**src/rtl/read_bram_if.sv**
```systemverilog
// Block-RAM reader bus: configuration, memory read port and output stream.
// master is the reader; slave is the surrounding logic (config source, memory, downstream).
interface read_bram_if #(
  parameter int DATA_WIDTH             = 8,
  parameter int LOG_MAX_ITERS          = 16,
  parameter int LOG_MAX_READS_PER_ITER = 16,
  parameter int LOG_MAX_ADDRESS        = 16
);
  logic                              configure;
  logic [LOG_MAX_ITERS-1:0]          num_iters;
  logic [LOG_MAX_READS_PER_ITER-1:0] num_reads_per_iter;
  logic [LOG_MAX_ADDRESS-1:0]        base_address;
  logic [LOG_MAX_ADDRESS-1:0]        address_out;
  logic                              read_out;
  logic [DATA_WIDTH-1:0]             data_in;
  logic [DATA_WIDTH-1:0]             data_out;
  logic                              valid_out;
  logic                              avail_in;
  logic                              done_out;

  modport master (
    input  configure, num_iters, num_reads_per_iter, base_address, data_in, avail_in,
    output address_out, read_out, data_out, valid_out, done_out
  );

  modport slave (
    output configure, num_iters, num_reads_per_iter, base_address, data_in, avail_in,
    input  address_out, read_out, data_out, valid_out, done_out
  );
endinterface

```
**src/rtl/read_bram.sv**
```systemverilog
// Streams an address window of block RAM out through a small credit-checked FIFO.
// Latency: configure -> read 1 cycle, read -> valid_out 2 cycles; done 1 cycle after last transfer.
// Backpressure: avail_in low holds the FIFO; reads stop once FIFO + in-flight fill it. READ_STALL_COUNT_EN adds stall_cycles_out.
module read_bram #(
  parameter int DATA_WIDTH             = 8,
  parameter int LOG_MAX_ITERS          = 16,
  parameter int LOG_MAX_READS_PER_ITER = 16,
  parameter int LOG_MAX_ADDRESS        = 16,
  parameter int LOG_FIFO_DEPTH         = 2
) (
  input  logic         clk,
  input  logic         rst,
  read_bram_if.master  bus
`ifdef READ_STALL_COUNT_EN
  ,
  output logic [15:0]  stall_cycles_out
`endif
);
  localparam int DEPTH = 1 << LOG_FIFO_DEPTH;
  localparam int CW    = LOG_FIFO_DEPTH + 1;
  localparam logic [LOG_FIFO_DEPTH-1:0]         PTR_ONE  = LOG_FIFO_DEPTH'(1);
  localparam logic [LOG_MAX_ADDRESS-1:0]        ADDR_ONE = LOG_MAX_ADDRESS'(1);
  localparam logic [LOG_MAX_READS_PER_ITER-1:0] RD_ONE   = LOG_MAX_READS_PER_ITER'(1);
  localparam logic [LOG_MAX_ITERS-1:0]          IT_ONE   = LOG_MAX_ITERS'(1);

  typedef enum logic [1:0] {IDLE, READ, DRAIN} state_t;

  state_t                            state_q, state_d;
  logic [LOG_MAX_ITERS-1:0]          iters_q;
  logic [LOG_MAX_READS_PER_ITER-1:0] reads_q;
  logic [LOG_MAX_ADDRESS-1:0]        base_q;
  logic [LOG_MAX_ADDRESS-1:0]        addr_q, addr_d;
  logic [LOG_MAX_READS_PER_ITER-1:0] rd_q, rd_d;
  logic [LOG_MAX_ITERS-1:0]          iter_q, iter_d;
  logic                              read_q, inflight_q, done_q, done_d;
  logic [LOG_MAX_ADDRESS-1:0]        raddr_q;

  logic [DATA_WIDTH-1:0]     fifo_mem [DEPTH];
  logic [LOG_FIFO_DEPTH-1:0] wr_ptr_q, rd_ptr_q;
  logic [CW-1:0]             count_q;

  logic                              accept, issue, push, pop, space_ok, last_rd;
  logic [LOG_MAX_ITERS-1:0]          cur_iters, cur_iter;
  logic [LOG_MAX_READS_PER_ITER-1:0] cur_reads, cur_rd;
  logic [LOG_MAX_ADDRESS-1:0]        cur_base, cur_addr;
  logic [CW:0]                       occupancy;

  // done_q blocks a configure in the done cycle so the next run starts two cycles after the last transfer
  assign accept = (state_q == IDLE) && bus.configure && !done_q;
  assign push   = inflight_q;
  assign pop    = (count_q != '0) && bus.avail_in;

  assign cur_iters = accept ? bus.num_iters          : iters_q;
  assign cur_reads = accept ? bus.num_reads_per_iter : reads_q;
  assign cur_base  = accept ? bus.base_address       : base_q;
  assign cur_addr  = accept ? bus.base_address       : addr_q;
  assign cur_rd    = accept ? '0                     : rd_q;
  assign cur_iter  = accept ? '0                     : iter_q;

  // A read issued now lands two edges later; both older reads still owe a FIFO slot
  assign occupancy = {1'b0, count_q} + (CW+1)'(inflight_q) + (CW+1)'(read_q);
  assign space_ok  = occupancy < (CW+1)'(DEPTH);
  assign last_rd   = (cur_rd == cur_reads - RD_ONE);

  always_comb begin
    state_d = state_q;
    issue   = 1'b0;
    done_d  = 1'b0;
    addr_d  = cur_addr;
    rd_d    = cur_rd;
    iter_d  = cur_iter;
    case (state_q)
      IDLE: begin
        if (accept) begin
          if (bus.num_iters == '0 || bus.num_reads_per_iter == '0) begin
            state_d = DRAIN;
          end else begin
            state_d = READ;
            issue   = 1'b1;
          end
        end
      end
      READ:  issue = space_ok;
      DRAIN: begin
        if (!read_q && !inflight_q && (count_q == '0 || (count_q == CW'(1) && pop))) begin
          done_d  = 1'b1;
          state_d = IDLE;
        end
      end
      default: state_d = IDLE;
    endcase
    if (issue) begin
      if (last_rd) begin
        rd_d   = '0;
        addr_d = cur_base;
        iter_d = cur_iter + IT_ONE;
        if (cur_iter == cur_iters - IT_ONE) state_d = DRAIN;
      end else begin
        rd_d   = cur_rd + RD_ONE;
        addr_d = cur_addr + ADDR_ONE;
      end
    end
  end

  always_ff @(posedge clk or negedge rst) begin
    if (!rst) begin
      state_q    <= IDLE;
      iters_q    <= '0;
      reads_q    <= '0;
      base_q     <= '0;
      addr_q     <= '0;
      rd_q       <= '0;
      iter_q     <= '0;
      read_q     <= 1'b0;
      raddr_q    <= '0;
      inflight_q <= 1'b0;
      done_q     <= 1'b0;
      wr_ptr_q   <= '0;
      rd_ptr_q   <= '0;
      count_q    <= '0;
    end else begin
      state_q    <= state_d;
      if (accept) begin
        iters_q <= bus.num_iters;
        reads_q <= bus.num_reads_per_iter;
        base_q  <= bus.base_address;
      end
      addr_q     <= addr_d;
      rd_q       <= rd_d;
      iter_q     <= iter_d;
      read_q     <= issue;
      if (issue) raddr_q <= cur_addr;
      inflight_q <= read_q;
      done_q     <= done_d;
      if (push) wr_ptr_q <= wr_ptr_q + PTR_ONE;
      if (pop)  rd_ptr_q <= rd_ptr_q + PTR_ONE;
      count_q    <= count_q + CW'(push) - CW'(pop);
    end
  end

  always_ff @(posedge clk) begin
    if (push) fifo_mem[wr_ptr_q] <= bus.data_in;
  end

`ifdef READ_STALL_COUNT_EN
  always_ff @(posedge clk or negedge rst) begin
    if (!rst) begin
      stall_cycles_out <= '0;
    end else if (accept) begin
      stall_cycles_out <= '0;
    end else if (count_q != '0 && !bus.avail_in && stall_cycles_out != 16'hFFFF) begin
      stall_cycles_out <= stall_cycles_out + 16'd1;
    end
  end
`endif

  assign bus.read_out    = read_q;
  assign bus.address_out = raddr_q;
  assign bus.done_out    = done_q;
  assign bus.valid_out   = pop;
  assign bus.data_out    = (count_q != '0) ? fifo_mem[rd_ptr_q] : '0;
endmodule

```
**src/flat_wrapper.sv**
```systemverilog
// flat-port wrapper written by rule: the top's interface ports become plain ports
module read_bram_flat 
#(
  parameter int DATA_WIDTH             = 8,
  parameter int LOG_MAX_ITERS          = 16,
  parameter int LOG_MAX_READS_PER_ITER = 16,
  parameter int LOG_MAX_ADDRESS        = 16,
  parameter int LOG_FIFO_DEPTH         = 2
)
  (clk, rst, bus_configure, bus_num_iters, bus_num_reads_per_iter, bus_base_address, bus_data_in, bus_avail_in, bus_address_out, bus_read_out, bus_data_out, bus_valid_out, bus_done_out);
  read_bram_if #(.DATA_WIDTH(DATA_WIDTH), .LOG_MAX_ITERS(LOG_MAX_ITERS), .LOG_MAX_READS_PER_ITER(LOG_MAX_READS_PER_ITER), .LOG_MAX_ADDRESS(LOG_MAX_ADDRESS)) bus_i ();
  input  logic clk;
  input  logic rst;
  input wire logic [$bits(bus_i.configure)-1:0] bus_configure;
  input wire logic [$bits(bus_i.num_iters)-1:0] bus_num_iters;
  input wire logic [$bits(bus_i.num_reads_per_iter)-1:0] bus_num_reads_per_iter;
  input wire logic [$bits(bus_i.base_address)-1:0] bus_base_address;
  input wire logic [$bits(bus_i.data_in)-1:0] bus_data_in;
  input wire logic [$bits(bus_i.avail_in)-1:0] bus_avail_in;
  output wire logic [$bits(bus_i.address_out)-1:0] bus_address_out;
  output wire logic [$bits(bus_i.read_out)-1:0] bus_read_out;
  output wire logic [$bits(bus_i.data_out)-1:0] bus_data_out;
  output wire logic [$bits(bus_i.valid_out)-1:0] bus_valid_out;
  output wire logic [$bits(bus_i.done_out)-1:0] bus_done_out;
  assign bus_i.configure = bus_configure;
  assign bus_i.num_iters = bus_num_iters;
  assign bus_i.num_reads_per_iter = bus_num_reads_per_iter;
  assign bus_i.base_address = bus_base_address;
  assign bus_i.data_in = bus_data_in;
  assign bus_i.avail_in = bus_avail_in;
  assign bus_address_out = bus_i.address_out;
  assign bus_read_out = bus_i.read_out;
  assign bus_data_out = bus_i.data_out;
  assign bus_valid_out = bus_i.valid_out;
  assign bus_done_out = bus_i.done_out;
  read_bram #(.DATA_WIDTH(DATA_WIDTH), .LOG_MAX_ITERS(LOG_MAX_ITERS), .LOG_MAX_READS_PER_ITER(LOG_MAX_READS_PER_ITER), .LOG_MAX_ADDRESS(LOG_MAX_ADDRESS), .LOG_FIFO_DEPTH(LOG_FIFO_DEPTH)) u_core (.clk(clk), .rst(rst), .bus(bus_i));
endmodule
```
**config.mk**
```make
export PLATFORM = sky130hd
export DESIGN_NAME = read_bram_flat
export DESIGN_NICKNAME = d
export VERILOG_FILES = /design/src/rtl/read_bram_if.sv /design/src/rtl/read_bram.sv /design/src/flat_wrapper.sv
export SDC_FILE = /design/constraint.sdc
export NUM_CORES = 1
export LEC_CHECK = 0
export BUFFER_PORTS_ARGS = -buffer_cell sky130_fd_sc_hd__buf_4
export CAP_MARGIN = 0
export CORE_MARGIN = 5
export CORE_UTILIZATION = 45
export DETAILED_ROUTE_END_ITERATION = 8
export GPL_ROUTABILITY_DRIVEN = 0
export SLEW_MARGIN = 20
export SYNTH_ARGS = -nofsm -noshare
export SYNTH_HDL_FRONTEND = slang
export SYNTH_SLANG_ARGS = --single-unit
export TNS_END_PERCENT = 10
```
**constraint.sdc**
```tcl
create_clock -name clk -period 6.6 [get_ports clk]
set_clock_uncertainty 0.05 [all_clocks]
set_input_delay 1.98 -clock clk [delete_from_list [all_inputs] [get_ports clk]]
set_output_delay 1.98 -clock clk [all_outputs]
set_load 0.005 [all_outputs]
```
**Word level (Yosys, flattened, before mapping)**

Memory sizes are Yosys's and may differ from the RTL's.
Index checks and enable logic that the tools add are counted.

- Flip-flop bits (word level): 124
- Output and inout port bits: 27
- Word-level logic and storage cells: 75
- Bits of input ports: 60
- Memories kept: 1
- Bits in writable memories: 32

- $add $sub $neg: 11
- Reductions and logical operators: 16
- $lt $le $gt $ge: 1
- Eq/ne operators: 5
- Muxes and demuxes: 27

Memory list:

| name | words | bits a word | read ports | clocked after memory_dff | wr ports | line | RTL |
|---|---|---|---|---|---|---|---|
| u_core.fifo_mem | 4 | 8 | 1 | 0 | 1 | read_bram.sv:38 | `logic [DATA_WIDTH-1:0] fifo_mem [DEPTH];` |

Operators with widths:

| cell | number |
|---|---|
| 16-bit two-way mux | 12 |
| 16-bit by 1-bit adder with 16-bit output, second input constant | 3 |
| 16-bit == test | 2 |
| 16-bit logical NOT | 2 |
| 16-bit by 1-bit subtractor with 16-bit output, second input constant | 2 |
| 2-bit two-way mux | 6 |
| 8-bit two-way mux | 1 |
| 1-bit logical AND | 6 |
| 1-bit two-way mux | 6 |
| 2-bit case mux with 3 select lines | 1 |
| 2-bit by 1-bit adder with 2-bit output, second input constant | 2 |
| 3-bit by 1-bit adder with 4-bit output | 1 |
| 4-bit by 1-bit adder with 4-bit output | 1 |
| 4-bit by 3-bit < comparator with 1-bit output, second input constant | 1 |
| 3-bit by 1-bit adder with 3-bit output | 1 |
| 3-bit by 1-bit == test with 1-bit output, second input constant | 1 |
| 1-bit logical NOT | 3 |
| 3-bit logical NOT | 1 |
| 3-bit nonzero test | 1 |
| 3-bit by 1-bit subtractor with 3-bit output | 1 |
| 2-bit by 1-bit == test with 1-bit output, second input constant | 1 |
| 2-bit == test, second input constant | 1 |
| 2-bit logical NOT | 1 |
| 1-bit logical OR | 2 |
| 1-bit case mux with 2 select lines | 1 |

**Depth between registers and ports, before layout**

- Word-level depth: 10
- Gate-level depth with buffers: 20
- Mapped depth without buffers: 12

**Worst setup path after synthesis**

OpenSTA, ideal clock, no wires.

- Path kind: input -> register
- Start point: in bus_configure
- End point: reg u_core.addr_q[2]
- Arrival time: 6.497 ns
- Stages on the path: 20
- Setup time: 0.144 ns
- Data required time: 6.406 ns
- Setup slack: -0.091 ns
- Cells stage by stage: or4b_4 buf_4 buf_6 buf_2 buf_2 clkbuf_1 clkbuf_1 clkbuf_1 nand2_1 and2_1 ha_1 or4b_1 or4b_4 a21o_1 a22oi_4 nand4b_4 or3_4 buf_6 o22ai_1 a22oi_1

- Cells in the longest elaborated chain, start to end: 7
- Elaborated cells between the ends (all ways): 13

RTL lines:

| element | line | RTL |
|---|---|---|
| from (decl) | flat_wrapper.sv:14 | `input wire logic [$bits(bus_i.configure)-1:0] bus_configure;` |
| 1-bit logical AND * (2 in series) | read_bram.sv:49 | `assign accept = (state_q == IDLE) && bus.configure && !done_q;` |
| 16-bit two-way mux | -- |  |
| 16-bit by 1-bit subtractor with 16-bit output | read_bram.sv:63 | `assign last_rd = (cur_rd == cur_reads - RD_ONE);` |
| 16-bit == test | read_bram.sv:63 |  |
| 16-bit two-way mux | read_bram.sv:93 | `if (last_rd) begin` |
| 16-bit two-way mux * | read_bram.sv:92 | `if (issue) begin` |
| named net u_core.addr_d[2] | read_bram.sv:32 | `logic [LOG_MAX_ADDRESS-1:0] addr_q, addr_d;` |
| to (signal assigned) | read_bram.sv:128 | `addr_q <= addr_d;` |
| to (decl) | read_bram.sv:32 |  |

The timed path passes the listed nets; every way through them passes the cells marked *.
A chain may end at the register's enable or synchronous reset.

**Worst setup path after layout**

- Start point: in bus_configure
- End point: reg u_core.addr_q[9]

Same word-level chain as after synthesis.

==> impl_metrics.toml <==
[logic_synthesis]
yosysTopAreaCellShare_pct = 34.9
ys.flop_type = "dfrtp_1"
synth_fa_ha_area_share_pct = 2.05
ys_warn_count = 0
synth-xor-area-share_pct = 7.14
ys_top_cells_by_area = "dfrtp_1 35%, edfxtp_1 11%, nand2_1 7.0%"
synth_area_mm2 = 0.00890
ys_async_sr_fraction_pct = 79.5
ys_types = 82
synth_mux_area_share_pct = 6.16
synth_compound_area_share_pct = 11.6
synth-simple-area-share_pct = 24.1
synth-edff-count = 32
yosys.area.top_type = "dfrtp_1"
synth.avg_cell_area_um2 = 9.71
synth-seq-cells = 156
syn_inst = 917
synth_top_family_by_area = "simple AND/OR/NAND/NOR gates"
ys_seq_area_share_pct = 45.7
syn-num-nets = 991

[setup_path]
critical_path_required_ns = 6.88
worstRegToRegCells = 12
worstPathArrival_ns = 5.81
rr_startpoint = "u_core.state_q[1]"
path_max_fanout = 18
r2r_end = "u_core.addr_q[9]"
start_kind = "input port"
critPathCaptureType = "flop"
crit_type = "in -> reg"
reg2reg_setup_slack_ns = 2.09

[layout]
area_growth_pct = 16.7
drive_gt1_share_pct = 17.7
multi_input_area_mm2 = 0.00455
stdcell_count = 1269
seq_area_mm2 = 0.00406
fin_area_mm2 = 0.0104
final_util_pct = 53.4
fillCellCount = 1805
antenna_cells = 0
nets = 1065

[placement]
numPortBuffers = 86
dp_cells = 1237
dp_hpwl_mm = 14.9
place_area_mm2 = 0.00979
preCtsSetupSlack_ns = 0.681

[power_and_ir_drop]
internal_power_mw = 2.52
sequentialPowerShare_pct = 38.1
total_power_mw = 3.98
clkPwrFrac_pct = 25.3
p_leak_nw = 4.54
power_per_cell_area_mw_per_mm2 = 383
p_sw_mw = 1.46
comb_power_share_pct = 36.6
ir_drop_uv = 237
p_sw_share_pct = 36.6

[cts]
cts_buffers = 17
holdBufCountCts = 0
postCtsSetupRepairBufs = 0
clock_latency_ns = 0.43
clk_path_buf_depth = 2
cts_root_buf = "clkbuf_16"
cts-resized-gates = 0
clock_sink_count = 156
cts_tree = "built"
cts_htree_levels = 4
clk_pin_slew_ns = 0.07

[flow_run]
max-cap-violations = 0

[die]
core_area_mm2 = 0.0195
start_util_pct = 45.7
die_x_um = 151
die_area_mm2 = 0.0227
dieHeight_um = 151
ios = 87
num_rows = 51

[timing]
slew_headroom_pct = 49.9
slew_viol_final = 0
period_share_pct = 83.8
tns_ns = 0
hold_viol_final = 0
tightestPinTransition_ns = 0.752
finalSetupViolCount = 0
hold_slack_ns = 0.401
rsz0062_at_grt = "false"
fin_crit_ns = 5.53
setup_slack_ns = 1.07
fmax_mhz = 181

[routing]
avgViaCountPerCell = 5.44
first_pass_iters = 5
routed_wl_mm = 21.2
drc = 0
drtAntennaViolNets = 0
drtIter0Drc = 399
wl_per_cell_um = 16.7
via_count = 6898

[min_path]
hp-class = "reg -> reg"
hold-path-cell-count = 0
hold_start = "u_core.bus.read_out"
whs_endpoint = "u_core.inflight_q"

[grt]
globalRouteOverflowTotal = 0
grt_start_max_net_pins = 92
grtUsageTotal_pct = 19.8
grt_pass1_vias = 6917
antenna_found_initial = 0
grt_pass1_wl_mm = 35.5

[run_status]
outcome = "finished, final reports clean"
==> logic make-up after synthesis <==
kind of cell / count (synthesis)
flops: 156
xor+xnor: 71
simple gates: 414
mux: 42
buf+inv: 70
fa+ha+maj: 14
compound gates: 150
==> layout by cell type, fill, tap and decap left out, drive strengths merged, types with 13 or more instances in the layout <==
cell    netlist  final
dfrtp       124    124
nand2       166    166
o21ai        30     30
ha           13     13
a22oi        15     15
edfxtp       32     32
clkbuf       18     17
mux2i        22     22
inv          29     37
and2         14     14
buf          23     96
nand3        23     23
nand4        17     17
xor2         28     28
nor2         56     56
or4          14     14
nor4         13     13
nor3         36     36
a21oi        33     33
xnor2        42     42
==> metal layers <==
layer	GRT usage (%)	wire length, µm	up-vias
li1	-	-	3418
met1	27.5	10100	3306
met2	31.6	9870	151
met3	4.12	962	23
met4	5.17	327	0
met5	0	0	-
==> power groups by stage <==
stage          sequential [mW]  combinational [mW]  clock, mW
6_report                  1.52                1.46       1.01
5_1_grt                   1.56                1.65       1.08
4_1_cts                   1.52                1.48       1.03
3_5_place_dp              1.53                1.47          0
3_3_place_gp              1.53                1.45          0
2_1_floorplan             1.45                1.07          0
==> sequential cells by signal, summed over array words and instances (netlist names), 2 cells and up <==
register	flops
u_core.addr_q	16
u_core.base_q	16
u_core.bus.address_out	16
u_core.count_q	3
u_core.fifo_mem	32
u_core.iter_q	16
u_core.iters_q	16
u_core.rd_ptr_q	2
u_core.rd_q	16
u_core.reads_q	16
u_core.state_q	2
u_core.wr_ptr_q	2
==> layout make-up <==
| type | instances | share of cell area (%) |
|---|---|---|
| Clock inverter | 15 | 1.69 |
| Sequential cell | 156 | 39.1 |
| Clock buffer | 17 | 4.09 |
| Multi-Input combinational cell | 691 | 43.8 |
| Tap cell | 265 | 3.19 |
| Inverter | 29 | 1.05 |
| Timing Repair Buffer | 96 | 7.06 |
==> worst max-delay path, stage by stage <==
cell and delay (ns):
buf_4 0.09, or4b_4 0.50, nand2_1 0.09, and2_1 0.15, ha_2 0.25, or4b_1 0.49, or4b_4 0.56, a21o_1 0.21
a22oi_4 0.21, nand4b_4 0.24, nor3_4 0.60, o21ai_0 0.20, a22oi_1 0.23
==> worst max-delay path by stage <==
stage,from,to,depth (start not counted)
after floorplan,bus_configure,u_core.addr_q[2],20
after global placement,bus_configure,u_core.addr_q[7],13
after detailed placement,bus_configure,u_core.addr_q[7],13
after CTS,bus_configure,u_core.addr_q[8],13
after global routing,bus_configure,u_core.addr_q[6],13
final,bus_configure,u_core.addr_q[9],13
==> Yosys cell counts (3+ instances only) <==
cell type	number
and4_1	3
buf_1	7
nor2b_1	9
o2bb2ai_1	3
nor4_1	11
dfrtp_1	124
inv_1	29
a21oi_1	32
nand3b_1	6
a21boi_0	11
or4b_1	3
or2_2	3
o211ai_1	4
nand3_1	23
buf_2	12
nand2b_1	9
or3_1	11
o21ai_0	27
and2_1	14
and3_1	10
clkbuf_1	18
a31o_2	3
nor3_1	35
or4_1	12
mux2i_1	21
a22oi_1	13
nor3b_1	8
mux4_2	8
edfxtp_1	32
a31oi_1	7
a211oi_1	4
xnor2_1	42
a21o_1	12
nand2_1	165
o21ai_1	3
xor2_1	28
mux2_2	12
o31ai_1	5
nor2_1	55
nand4_1	17
ha_1	13
o22ai_1	3
No activity file was read; power rests on OpenSTA's default activity.
